## config.mk

```make
export PLATFORM = sky130hd
export DESIGN_NAME = seg7_scan_ctrl
export DESIGN_NICKNAME = d
export VERILOG_FILES = /design/src/rtl/seg7_pkg.sv /design/src/rtl/seg7_bin2bcd.sv /design/src/rtl/seg7_scan_ctrl.sv
export SDC_FILE = /design/constraint.sdc
export NUM_CORES = 1
export LEC_CHECK = 0
export BUFFER_PORTS_ARGS = -buffer_cell sky130_fd_sc_hd__buf_4
export CAP_MARGIN = 10
export CORE_UTILIZATION = 50
export DETAILED_ROUTE_END_ITERATION = 8
export GPL_TIMING_DRIVEN = 0
export PLACE_DENSITY = 0.71
export SLEW_MARGIN = 20
export SYNTH_ARGS = -nofsm -noshare
export SYNTH_HDL_FRONTEND = slang
export SYNTH_SLANG_ARGS = --single-unit
```

## constraint.sdc

```tcl
create_clock -name clk -period 4.6 [get_ports clk]
set_clock_uncertainty 0.05 [all_clocks]
set_input_delay 0.69 -clock clk [delete_from_list [all_inputs] [get_ports clk]]
set_output_delay 0.69 -clock clk [all_outputs]
set_load 0.01 [all_outputs]
```

## src/rtl/seg7_pkg.sv

```systemverilog
// Shared constants, FSM encoding and sizing helper for the seven-segment controller.
package seg7_pkg;

    // Segment patterns are {g,f,e,d,c,b,a}, logical (active-high) levels.
    localparam logic [6:0] SEG_DASH = 7'h40;
    localparam logic [6:0] SEG_OFF  = 7'h00;

    // Font indexed by nibble value; element 15 is listed first.
    localparam logic [15:0][6:0] HEX_FONT = {
        7'h71, 7'h79, 7'h5E, 7'h39, 7'h7C, 7'h77, 7'h6F, 7'h7F,
        7'h07, 7'h7D, 7'h6D, 7'h66, 7'h4F, 7'h5B, 7'h06, 7'h3F
    };

    typedef enum logic [1:0] {IDLE, SHIFT, DONE} bcd_state_t;

    // BCD accumulator width: one nibble per decimal digit of 2^vw plus a spare,
    // digits = ceil(vw * log10(2)) computed in integer arithmetic.
    function automatic int bcd_w(input int vw);
        return 4 * (((vw * 302) + 999) / 1000 + 1);
    endfunction

endpackage

```

## src/rtl/seg7_bin2bcd.sv

```systemverilog
// Sequential double-dabble converter: one value bit per cycle, then a one-cycle
// DONE strobe carrying the low digits and an overflow flag for the rest.
module seg7_bin2bcd
    import seg7_pkg::*;
#(
    parameter int VALUE_W    = 32,
    parameter int NUM_DIGITS = 8
) (
    input  logic                       clk,
    input  logic                       reset,
    input  logic                       start,
    input  logic [VALUE_W-1:0]         value,
    output logic                       busy,
    output logic                       done,
    output logic [NUM_DIGITS-1:0][3:0] digits,
    output logic                       ovf
);

    localparam int BCD_W = bcd_w(VALUE_W);
    localparam int CNT_W = $clog2(VALUE_W) + 1;
    localparam int EXT_W = BCD_W + 4 * NUM_DIGITS;

    bcd_state_t         state;
    logic [VALUE_W-1:0] bin;
    logic [BCD_W-1:0]   bcd;
    logic [BCD_W-1:0]   adj;
    logic [CNT_W-1:0]   cnt;
    logic [EXT_W-1:0]   ext;

    // Add-3 correction on every nibble that would exceed 9 after doubling.
    always_comb begin
        adj = bcd;
        for (int i = 0; i < BCD_W / 4; i++) begin
            if (bcd[4*i +: 4] >= 4'd5)
                adj[4*i +: 4] = bcd[4*i +: 4] + 4'd3;
        end
    end

    // Conversion FSM: latch, shift VALUE_W times, then present the result for one cycle.
    always_ff @(posedge clk or posedge reset) begin
        if (reset) begin
            state <= IDLE;
            bin   <= '0;
            bcd   <= '0;
            cnt   <= '0;
        end else begin
            case (state)
                IDLE: if (start) begin
                    bin   <= value;
                    bcd   <= '0;
                    cnt   <= '0;
                    state <= SHIFT;
                end
                SHIFT: begin
                    bcd <= (adj << 1) | BCD_W'(bin[VALUE_W-1]);
                    bin <= bin << 1;
                    cnt <= cnt + 1'b1;
                    if (cnt == CNT_W'(VALUE_W - 1))
                        state <= DONE;
                end
                DONE:    state <= IDLE;
                default: state <= IDLE;
            endcase
        end
    end

    // Zero-extend so small VALUE_W with many digits still slices cleanly.
    assign ext    = {{(4 * NUM_DIGITS){1'b0}}, bcd};
    assign digits = ext[4*NUM_DIGITS-1:0];
    assign ovf    = |ext[EXT_W-1:4*NUM_DIGITS];
    assign busy   = (state != IDLE);
    assign done   = (state == DONE);

endmodule

```

## src/rtl/seg7_scan_ctrl.sv

```systemverilog
// Multiplexed seven-segment controller: display register, digit scan,
// leading-zero blanking and registered, polarity-adjusted pin drivers.
module seg7_scan_ctrl
    import seg7_pkg::*;
#(
    parameter int NUM_DIGITS  = 8,
    parameter int VALUE_W     = 32,
    parameter int REFRESH_DIV = 100000,
    parameter int ACTIVE_LOW  = 1
) (
    input  logic                  clk,
    input  logic                  reset,
    input  logic [VALUE_W-1:0]    value,
    input  logic                  load,
    input  logic                  mode,
    input  logic                  blank_lz,
    input  logic [NUM_DIGITS-1:0] dp_mask,
    input  logic                  enable,
    output logic                  busy,
    output logic [6:0]            seg_o,
    output logic                  dp_o,
    output logic [NUM_DIGITS-1:0] an_o
);

    localparam int   IDX_W = (NUM_DIGITS > 1) ? $clog2(NUM_DIGITS) : 1;
    localparam int   CNT_W = $clog2(REFRESH_DIV);
    localparam int   VEXT_W = VALUE_W + 4 * NUM_DIGITS;
    localparam logic POL   = (ACTIVE_LOW != 0);

    logic [NUM_DIGITS-1:0][3:0] disp;
    logic                       disp_ovf;
    logic                       disp_blz;
    logic                       blz_pend;
    logic [CNT_W-1:0]           pres;
    logic [IDX_W-1:0]           idx;

    logic                       accept;
    logic                       bcd_done;
    logic                       bcd_ovf;
    logic [NUM_DIGITS-1:0][3:0] bcd_digits;
    logic [VEXT_W-1:0]          vext;
    logic                       upper_zero;
    logic                       blanked;
    logic [NUM_DIGITS-1:0]      onehot;
    logic [6:0]                 nseg;
    logic                       ndp;
    logic [NUM_DIGITS-1:0]      nan;

    assign accept = load & ~busy;
    assign vext   = {{(4 * NUM_DIGITS){1'b0}}, value};

    seg7_bin2bcd #(
        .VALUE_W    (VALUE_W),
        .NUM_DIGITS (NUM_DIGITS)
    ) u_bin2bcd (
        .clk    (clk),
        .reset  (reset),
        .start  (accept & mode),
        .value  (value),
        .busy   (busy),
        .done   (bcd_done),
        .digits (bcd_digits),
        .ovf    (bcd_ovf)
    );

    // Display register: hex loads land immediately, decimal ones when the converter finishes.
    // blank_lz of a decimal load is held back so it switches together with the digits.
    always_ff @(posedge clk or posedge reset) begin
        if (reset) begin
            disp     <= '0;
            disp_ovf <= 1'b0;
            disp_blz <= 1'b0;
            blz_pend <= 1'b0;
        end else if (bcd_done) begin
            disp     <= bcd_digits;
            disp_ovf <= bcd_ovf;
            disp_blz <= blz_pend;
        end else if (accept) begin
            if (mode) begin
                blz_pend <= blank_lz;
            end else begin
                disp     <= vext[4*NUM_DIGITS-1:0];
                disp_ovf <= |vext[VEXT_W-1:4*NUM_DIGITS];
                disp_blz <= blank_lz;
            end
        end
    end

    // Prescaler and digit index; both freeze while the display is disabled.
    always_ff @(posedge clk or posedge reset) begin
        if (reset) begin
            pres <= '0;
            idx  <= '0;
        end else if (enable) begin
            if (pres == CNT_W'(REFRESH_DIV - 1)) begin
                pres <= '0;
                idx  <= (idx == IDX_W'(NUM_DIGITS - 1)) ? '0 : idx + 1'b1;
            end else begin
                pres <= pres + 1'b1;
            end
        end
    end

    // A digit is a leading zero when it and every digit to its left are zero.
    always_comb begin
        upper_zero = 1'b1;
        for (int j = 0; j < NUM_DIGITS; j++) begin
            if (j >= int'(idx) && disp[j] != 4'h0)
                upper_zero = 1'b0;
        end
    end

    assign blanked = disp_blz && (idx != '0) && upper_zero;
    assign onehot  = NUM_DIGITS'(1) << idx;

    // Logical-level pattern for the digit currently selected.
    always_comb begin
        nseg = SEG_OFF;
        ndp  = 1'b0;
        nan  = '0;
        if (enable) begin
            if (disp_ovf) begin
                nseg = SEG_DASH;
                nan  = onehot;
            end else if (!blanked) begin
                nseg = HEX_FONT[disp[idx]];
                ndp  = dp_mask[idx];
                nan  = onehot;
            end
        end
    end

    // Pin registers; reset forces every driver inactive without waiting for a clock.
    always_ff @(posedge clk or posedge reset) begin
        if (reset) begin
            seg_o <= {7{POL}};
            dp_o  <= POL;
            an_o  <= {NUM_DIGITS{POL}};
        end else begin
            seg_o <= nseg ^ {7{POL}};
            dp_o  <= ndp ^ POL;
            an_o  <= nan ^ {NUM_DIGITS{POL}};
        end
    end

endmodule

```

==> results of run 1 <==
cell families after synthesis:
logic type	Yosys count
AOI/OAI and AO/OA	210
xor gates and xnor gates	28
adders and majority gates	38
buffers and inverters	83
DFF	155
muxes	34
and+or+nand+nor	300
metrics by stage:
stage / instances / hold WS [ps] / total power [mW] / setup slack, ps
final: 1163 / 245.7 / 5.349 / 1755
after global routing: 1163 / 277.8 / 5.697 / 1489
after CTS: 1163 / 251.8 / 5.355 / 1699
after detailed placement: 1131 / 412.0 / 3.916 / 1705
after global placement: 1126 / 410.2 / 3.841 / 949.5
after floorplan: 848 / 388.6 / 3.424 / 1914
synth_stat cells (2+ instances only):
cell,n
o211ai_1,4
nand2_1,79
nor3b_1,7
nand4_1,6
o31ai_1,15
o21ai_0,81
nand2b_1,14
xor2_1,11
dfrtp_1,139
or3_1,3
a21oi_1,48
xnor2_1,17
ha_1,38
nor3_1,2
nor2_1,111
buf_2,2
dfstp_2,16
mux2i_1,21
mux4_2,9
nor4_1,8
inv_1,34
buf_6,2
and3_1,3
buf_1,3
and2_1,2
nor2b_1,3
o22ai_1,31
a32o_1,11
clkbuf_1,39
nand4b_1,2
nand3_1,50
o21ai_1,5
inv_2,2
sequential cells by signal (all words and copies together) (netlist names):
name             count
pres                17
disp_ovf             1
u_bin2bcd.state      2
u_bin2bcd.cnt        6
disp_blz             1
dp_o                 1
blz_pend             1
disp                32
seg_o                7
u_bin2bcd.bin       32
idx                  3
an_o                 8
u_bin2bcd.bcd       44
critical path, delay by kind of cell (launching register included):
family,cells,cell delay (ps)
muxes,2,1070
DFF,1,490
buffers and inverters,2,490
adders and majority gates,1,290
AOI/OAI and AO/OA,2,210
and+or+nand+nor,1,160
cell type report:
class                   instances  area share, %
clock inverters                11          1.521
plain buffers                  47          2.137
repair buffers                 67          6.005
multi-input cells             610          40.47
flip-flops and latches        155          40.85
well taps                     216          2.832
clock buffers                  21          4.720
inverters                      36          1.455
power breakdown:
| part | switching (mW) | internal (mW) |
|---|---|---|
| Sequential | 0.419 | 1.83 |
| Combinational | 0.914 | 0.758 |
| Clock | 0.560 | 0.866 |
per-layer routing:
metal / share of wire (%) / vias up
met3: 3.8 / 35
li1: - / 3170
met5: 0 / -
met4: 2.2 / 0
met1: 43 / 3245
met2: 51 / 166
path summary, 6_finish.rpt:
path	start	endpoint	slack, ps
max	idx[0]$_DFFE_PP0P_	seg_o[3]$_DFF_PP1_	1760
min	reset	u_bin2bcd.bin[4]$_DFFE_PP0P_	250
max reg2reg	idx[0]$_DFFE_PP0P_	seg_o[3]$_DFF_PP1_	1760
min reg2reg	u_bin2bcd.cnt[5]$_DFFE_PP0P_	u_bin2bcd.cnt[5]$_DFFE_PP0P_	430
max in group asynchronous	reset	u_bin2bcd.bcd[25]$_DFFE_PP0P_	3500
min in group clk	u_bin2bcd.cnt[5]$_DFFE_PP0P_	u_bin2bcd.cnt[5]$_DFFE_PP0P_	430
==> impl_metrics.env, run 1 <==
export IMPL_routed_wl_mm=20.31
export IMPL_use_met2_pct=44.50
export IMPL_clkTransAtPathRegs_ps=60
export IMPL_max_clock_freq_mhz=351.5
export IMPL_cts_resized=0
export IMPL_ys_ff_latch=155
export IMPL_ys_types=63
export IMPL_final_cell_mix="dfrtp_1, nor2_1, o21ai_0"
export IMPL_synth_top_cell_by_area="dfrtp_1"
export IMPL_grt_pass1_wl_mm=32.80
export IMPL_clock_sinks=155
export IMPL_synth_top_flop_cell="dfrtp_1"
export IMPL_ff_latch_area_mm2=0.003899
export IMPL_hp_class="in -> async"
export IMPL_vias=6616
export IMPL_routed_via_density=5.689
export IMPL_synth_edff_count=0
export IMPL_cts_buffers=17
export IMPL_dpl_hpwl_mm=14.78
export IMPL_startpoint_type="flip-flop"
export IMPL_period_needed_ps=2845
export IMPL_synth_top_family_by_area="simple AND/OR/NAND/NOR gates"
export IMPL_power_leakage_nw=4.227
export IMPL_fin_util_pct=60.29
export IMPL_num_antenna_cells=0
export IMPL_die_area_mm2=0.01671
export IMPL_grt_busiest_layer="met2"
export IMPL_drv_slew=0
export IMPL_fin_nets=1018
export IMPL_final_common_cell="dfrtp_1"
export IMPL_synthTopCellsByArea="dfrtp_1, ha_1, dfstp_2, nor2_1, o21ai_0"
export IMPL_seq_area_frac_synth_pct=48.13
export IMPL_tns_ps=0
export IMPL_synth_xor_area_share_pct=3.027
export IMPL_cts_setup_buffers=0
export IMPL_cts_path_max_buffers=2
export IMPL_grt_pass1_vias=6461
export IMPL_initial_core_util_pct=51.18
export IMPL_multi_input_comb_area_mm2=0.003862
export IMPL_cts_tree="done"
export IMPL_synthMuxAreaShare_pct=6.009
export IMPL_final_layout_size_suffix_gt1_share_pct=14.78
export IMPL_cts_root_buf="clkbuf_16"
export IMPL_rr_worst_depth=8
export IMPL_hold_viol=0
export IMPL_first_pass_iters=5
export IMPL_die_w_um=129.3
export IMPL_use_met3_pct=5.120
export IMPL_synthArstFlopShare_pct=100.0
export IMPL_place_gp_congestion=0.8628
export IMPL_outcome="completed"
export IMPL_drv_cap=0
export IMPL_port_buffers=62
export IMPL_crit_path_cell_trace="buf_2, mux4_1, mux2i_1, inv_1, ha_1, and2_1, o21ai_1, o211ai_1"
export IMPL_cp_data_arrival_time_ps=3110
export IMPL_fillers=1359
export IMPL_synth_simple_area_share_pct=17.19
export IMPL_wire_per_inst_um=17.46
export IMPL_antenna_found_initial=0
export IMPL_clock_latency_ps=430
export IMPL_p_per_area_mw_per_mm2=560.6
export IMPL_synth_nets=932
export IMPL_h_tree_depth=4
export IMPL_peakVddDrop_uv=349.2
export IMPL_ctsHoldBuffers=0
export IMPL_required_ps=4870
export IMPL_netlist_area_mm2=0.008100
export IMPL_final_antenna_net_count=0
export IMPL_synth_top_cell_area_share_pct=42.94
export IMPL_rsz0062_at_grt="false"
export IMPL_use_met1_pct=31.90
export IMPL_drcViolationCount=0
export IMPL_synthAdderAreaFrac_pct=5.870
export IMPL_grt_ovfl_total=0
export IMPL_track_usage_pct=25.76
export IMPL_cp_slowest_cell="mux4_1"
export IMPL_fin_area_mm2=0.009543
export IMPL_rows=46
export IMPL_setup_viol=0
export IMPL_die_y_um=129.3
export IMPL_path_class="reg -> reg"
export IMPL_synth_compound_area_share_pct=15.59
export IMPL_relSlewSlack_pct=41.13
export IMPL_grt_max_degree=34
export IMPL_syn_to_final_growth_pct=17.81
export IMPL_endpoint_kind="flip-flop"
export IMPL_post_route_period_util_pct=61.85
export IMPL_crit_fanout=10
export IMPL_dpl_cell_area_mm2=0.008947
export IMPL_drt_initial_drc_count=492
export IMPL_ios=63
export IMPL_coreArea_mm2=0.01583
export IMPL_synthCells=848
export IMPL_yosysWarnings=0
export IMPL_tightestPinTransition_ps=883.1
export IMPL_avgSynthCellArea_um2=9.552
export IMPL_critPathMaxStageDelay_ps=600
Power figures use the tool's default switching activity.
==> run 2: changes to the inputs <==
- clock period: 4.6 -> 2.3 ns (I/O delays scaled with it)
==> impl_metrics.env, run 2 (synthesis results as in run 1) <==
export IMPL_switchingPower_mw=3.785
export IMPL_clock_sinks=155
export IMPL_outcome="completed"
export IMPL_path_depth=5
export IMPL_layout_setup_ws_ps=75.19
export IMPL_final_common_cell="dfrtp_1"
export IMPL_path_class="reg -> reg"
export IMPL_max_clock_freq_mhz=449.5
export IMPL_port_buffers=62
export IMPL_power_leakage_nw=4.239
export IMPL_drv_slew=0
export IMPL_drt_initial_drc_count=391
export IMPL_rr_worst_depth=5
export IMPL_use_met1_pct=33.42
export IMPL_antenna_found_initial=0
export IMPL_endpoint="seg_o[6]$_DFF_PP1_"
export IMPL_grt_ovfl_total=0
export IMPL_grt_pass1_vias=6538
export IMPL_crit_path_cell_trace="or4b_1, a211o_1, nor4_4, a32oi_1, o221ai_1"
export IMPL_crit_fanout=5
export IMPL_use_met3_pct=5.326
export IMPL_clockPowerShare_pct=26.1
export IMPL_startpoint_type="flip-flop"
export IMPL_cp_slowest_cell="or4b_1"
export IMPL_intPower_mw=6.854
export IMPL_grt_pass1_wl_mm=32.84
export IMPL_clock_latency_ps=430
export IMPL_p_per_area_mw_per_mm2=1106
export IMPL_largest_reg_flops=44
export IMPL_pre_cts_slack_ps=-247.2
export IMPL_reg2reg_slack_ps=80
export IMPL_crit_path_start="disp[29]$_DFFE_PP0P_"
export IMPL_fin_nets=1021
export IMPL_switching_share_pct=35.58
export IMPL_final_antenna_net_count=0
export IMPL_h_tree_depth=4
export IMPL_first_pass_iters=5
export IMPL_final_layout_size_suffix_gt1_share_pct=16.12
export IMPL_regToRegStartpoint="disp[29]$_DFFE_PP0P_"
export IMPL_dp_cells=1131
export IMPL_cp_data_arrival_time_ps=2510
export IMPL_routed_via_density=5.656
export IMPL_seqPwrFrac_pct=42.2
export IMPL_die_y_um=129.3
export IMPL_rsz0062_at_grt="true"
export IMPL_cp_top_family="simple AND/OR/NAND/NOR gates"
export IMPL_p_comb_share_pct=31.7
export IMPL_cts_path_max_buffers=2
export IMPL_peakVddDrop_uv=603.4
export IMPL_wire_per_inst_um=17.14
export IMPL_num_antenna_cells=0
export IMPL_grt_busiest_layer="met2"
export IMPL_coreArea_mm2=0.01583
export IMPL_setup_viol=0
export IMPL_hp_class="in -> reg"
export IMPL_critPathMaxStageDelay_ps=510
export IMPL_syn_to_final_growth_pct=18.75
export IMPL_use_met2_pct=42.66
export IMPL_rows=46
export IMPL_track_usage_pct=25.94
export IMPL_power_mw=10.64
export IMPL_drv_cap=0
export IMPL_finalNonFillerCells=1165
export IMPL_period_needed_ps=2225
export IMPL_endpoint_kind="flip-flop"
export IMPL_die_area_mm2=0.01671
export IMPL_grt_max_degree=33
export IMPL_timing_rr_end="seg_o[6]$_DFF_PP1_"
export IMPL_required_ps=2590
export IMPL_min_from="blank_lz"
export IMPL_place_gp_congestion=0.8868
export IMPL_cts_root_buf="clkbuf_16"
export IMPL_dpl_hpwl_mm=14.58
export IMPL_relSlewSlack_pct=45.78
export IMPL_reg_top3="u_bin2bcd.bcd (44), disp (32), u_bin2bcd.bin (32)"
export IMPL_initial_core_util_pct=51.18
export IMPL_path_buf_inv=0
export IMPL_clkTransAtPathRegs_ps=60
export IMPL_vias=6589
export IMPL_drcViolationCount=0
export IMPL_die_w_um=129.3
export IMPL_tightestPinTransition_ps=813.3
export IMPL_routed_wl_mm=19.97
export IMPL_cts_tree="done"
export IMPL_post_route_period_util_pct=96.73
export IMPL_hold_viol=0
export IMPL_cts_buffers=17
export IMPL_final_cell_mix="dfrtp_1, nor2_1, o21ai_0"
export IMPL_largest_register="u_bin2bcd.bcd"
export IMPL_ios=63
==> run 2: cell count changes in the layout (fill, tap and decap cells not counted), sizes merged <==
cell         previous run  this run
bufinv                  3         2
inv                    35        34
clkinv                  5         6
dlygate4sd3             0         1
clkbuf                 61        62
buf                    74        75
==> run 2: layer usage <==
| layer | wire length, um | vias up |
|---|---|---|
| met5 | 0 | - |
| met1 | 8565 | 3187 |
| met2 | 9801 | 192 |
| li1 | - | 3170 |
| met4 | 533 | 0 |
| met3 | 1070 | 40 |
==> run 2: worst min-delay path, stage by stage <==
cell     delay, ps
buf_4          100
nand2_1         40
nand2_1         50
==> run 2: power groups by stage <==
stage	Clock, mW	Combinational (mW)	Sequential, mW
after floorplan	0	2.58	4.28
after global placement	0	3.20	4.48
after detailed placement	0	3.31	4.51
after CTS	2.81	3.37	4.47
after global routing	2.93	3.87	4.63
final	2.77	3.37	4.49
==> run 2: what timing repair did <==
| item | CTS | global route |
|---|---|---|
| resized for setup | 5 | 11 |
| pin swaps | 2 | 1 |
| setup buffers | 2 | 0 |
| hold endpoints to repair | 11 | 0 |
| setup endpoints to repair | 10 | 20 |
| hold buffers | 1 | 0 |
==> run 2: layout make-up <==
cell class              instances  area [um2]
clock inverters                10       118.9
multi-input cells             610        3921
fillers                      1353        6208
inverters                      36       143.9
repair buffers                 70       590.6
flip-flops and latches        155        3901
well taps                     216       270.3
plain buffers                  47       212.7
clock buffers                  21       460.4
==> run 2: how the worst min path moves through the flow <==
stage	endpoint	slack (ps)	depth (start not counted)
5_1_grt	blz_pend$_DFFE_PP0P_	100	3
2_1_floorplan	u_bin2bcd.cnt[5]$_DFFE_PP0P_	390	1
6_report	blz_pend$_DFFE_PP0P_	90	3
3_5_place_dp	pres[12]$_DFFE_PP0P_	310	2
3_3_place_gp	blz_pend$_DFFE_PP0P_	410	2
4_1_cts	blz_pend$_DFFE_PP0P_	80	3
==> run 2: metrics by stage <==
stage / TNS [ps] / hold slack [ps] / utilization (%) / cell area, um2
6_report: 0 / 88.55 / 60.77 / 9619
5_1_grt: -66.28 / 95.68 / 60.77 / 9619
4_1_cts: 0 / 75.34 / 60.59 / 9590
3_5_place_dp: -1101 / 305.1 / 56.60 / 8959
3_3_place_gp: -147040 / 410.2 / 55.97 / 8859
2_1_floorplan: -5677 / 388.6 / - / 8123
==> run 3: changes to the inputs <==
- CORE_UTILIZATION: 50 -> 40
- PLACE_DENSITY: 0.71 -> 0.59
==> impl_metrics.env, run 3 (synthesis results as in run 1) <==
export IMPL_first_pass_iters=5
export IMPL_num_antenna_cells=0
export IMPL_outcome="completed"
export IMPL_reg2reg_slack_ps=70
export IMPL_routed_wl_mm=20.51
export IMPL_clock_latency_ps=430
export IMPL_clkTransAtPathRegs_ps=60
export IMPL_wire_per_inst_um=16.90
export IMPL_grt_pass1_vias=6341
export IMPL_grt_ovfl_total=0
export IMPL_track_usage_pct=21.28
export IMPL_cts_buffers=17
export IMPL_switching_share_pct=34.15
export IMPL_rows=51
export IMPL_rsz0062_at_grt="false"
export IMPL_power_leakage_nw=4.297
export IMPL_worst_hold_slack_ps=69.48
export IMPL_rr_worst_depth=5
export IMPL_intPower_mw=7.240
export IMPL_drcViolationCount=0
export IMPL_seqPwrFrac_pct=40.8
export IMPL_timing_rr_end="disp_blz$_DFFE_PP0P_"
export IMPL_vias=6447
export IMPL_post_route_period_util_pct=96.75
export IMPL_relSlewSlack_pct=36.40
export IMPL_final_cell_mix="dfrtp_1, nor2_1, o21ai_0"
export IMPL_fillers=1882
export IMPL_tightestPinTransition_ps=954.1
export IMPL_hold_depth=3
export IMPL_peakVddDrop_uv=605.6
export IMPL_final_common_cell="dfrtp_1"
export IMPL_final_layout_size_suffix_gt1_share_pct=16.65
export IMPL_die_w_um=144.3
export IMPL_h_tree_depth=4
export IMPL_ios=63
export IMPL_path_class="reg -> reg"
export IMPL_p_per_area_mw_per_mm2=1126
export IMPL_ff_latch_area_mm2=0.003901
export IMPL_crit_fanout=10
export IMPL_coreArea_mm2=0.01965
export IMPL_routed_via_density=5.311
export IMPL_period_needed_ps=2225
export IMPL_grt_max_degree=31
export IMPL_largest_register="u_bin2bcd.bcd"
export IMPL_largest_reg_flops=44
export IMPL_setup_viol=0
export IMPL_max_clock_freq_mhz=449.4
export IMPL_grt_pass1_wl_mm=33.68
export IMPL_p_comb_share_pct=30.4
export IMPL_clock_sinks=155
export IMPL_drv_slew=0
export IMPL_die_area_mm2=0.02082
export IMPL_reg_top3="u_bin2bcd.bcd (44), disp (32), u_bin2bcd.bin (32)"
export IMPL_fin_nets=1021
export IMPL_hp_class="in -> reg"
export IMPL_initial_core_util_pct=41.21
export IMPL_endpoint_kind="flip-flop"
export IMPL_cts_path_max_buffers=2
export IMPL_power_mw=11.00
export IMPL_regToRegStartpoint="u_bin2bcd.state[0]$_DFFE_PP0P_"
export IMPL_syn_to_final_growth_pct=20.57
export IMPL_endpoint="disp_blz$_DFFE_PP0P_"
export IMPL_cts_root_buf="clkbuf_16"
export IMPL_antenna_found_initial=0
export IMPL_switchingPower_mw=3.755
export IMPL_crit_path_start="u_bin2bcd.state[0]$_DFFE_PP0P_"
export IMPL_startpoint_type="flip-flop"
export IMPL_hold_viol=0
export IMPL_final_antenna_net_count=0
export IMPL_multi_input_comb_area_mm2=0.003914
export IMPL_cp_data_arrival_time_ps=2470
export IMPL_place_gp_congestion=0.8292
export IMPL_dpl_hpwl_mm=15.16
export IMPL_required_ps=2550
export IMPL_drt_initial_drc_count=371
export IMPL_die_y_um=144.3
export IMPL_drv_cap=0
export IMPL_clockPowerShare_pct=28.8
export IMPL_port_buffers=62
export IMPL_cts_tree="done"
==> run 3: changes by cell type in the layout (fill, tap and decap cells not counted) <==
cell / before / now
clkbuf_8: 3 / 5
clkinv_4: 4 / 3
clkbuf_1: 40 / 33
buf_1: 2 / 3
clkinvlp_4: 4 / 3
clkinv_2: 2 / 1
o311ai_2: 1 / 0
clkbuf_2: 2 / 6
bufinv_16: 2 / 5
o311ai_1: 0 / 1
==> run 3: worst min path at each step <==
stage,startpoint,end,slack [ps]
floorplan,u_bin2bcd.cnt[5]$_DFFE_PP0P_,u_bin2bcd.cnt[5]$_DFFE_PP0P_,390
global placement,u_bin2bcd.cnt[5]$_DFFE_PP0P_,u_bin2bcd.cnt[5]$_DFFE_PP0P_,410
detailed placement,reset,u_bin2bcd.bin[9]$_DFFE_PP0P_,330
CTS,blank_lz,blz_pend$_DFFE_PP0P_,60
global route,blank_lz,blz_pend$_DFFE_PP0P_,70
finish,blank_lz,blz_pend$_DFFE_PP0P_,70
==> run 3: stage by stage <==
| step | cell area (um2) | std cells | setup WS, ps | utilization (%) | setup TNS (ps) |
|---|---|---|---|---|---|
| detailed placement | 9020 | 1180 | -283.3 | 45.89 | -1731 |
| finish | 9767 | 1214 | 74.86 | 49.69 | 0 |
| floorplan | 8123 | 848 | -40.84 | - | -5677 |
| global route | 9767 | 1214 | 1.374 | 49.69 | 0 |
| CTS | 9749 | 1214 | 11.13 | 49.61 | 0 |
| global placement | 8920 | 1175 | -1121 | 45.38 | -162400 |
==> run 3: power groups by stage <==
| stage | Clock (mW) | Combinational (mW) | Sequential, mW |
|---|---|---|---|
| 5_1_grt | 3.34 | 3.81 | 4.61 |
| 3_5_place_dp | 0 | 3.31 | 4.51 |
| 2_1_floorplan | 0 | 2.58 | 4.28 |
| 4_1_cts | 3.22 | 3.36 | 4.47 |
| 3_3_place_gp | 0 | 3.22 | 4.50 |
| 6_report | 3.17 | 3.34 | 4.48 |
==> run 3: layout make-up <==
| class | count | share of cell area, % |
|---|---|---|
| Tap cell | 265 | 3.395 |
| Sequential cell | 155 | 39.94 |
| Multi-Input combinational cell | 610 | 40.07 |
| Clock inverter | 10 | 1.922 |
| Inverter | 36 | 1.473 |
| Timing Repair Buffer | 70 | 6.047 |
| Clock buffer | 21 | 4.919 |
| Buffer | 47 | 2.229 |
==> run 3: repair_timing <==
item / in CTS / in global routing
setup buffers: 2 / 0
hold buffers: 1 / 0
gates resized for setup: 6 / 18
endpoints found under the setup margin: 15 / 37
cloned: 0 / 0
pin swaps: 2 / 1
hold endpoints to repair: 12 / 0
==> run 3: critical path, cell delays in order, from the launching register on <==
cell      delay [ps]
dfrtp_1          420
nand2b_1         130
clkbuf_1         190
buf_1            740
mux2i_1          440
o21ai_0          120
==> run 3: per-layer routing <==
layer	share of wire, %	global-route usage (%)
met5	0	0
met4	1.7	6.925
met3	3.8	4.172
met2	48	34.77
met1	46	28.26
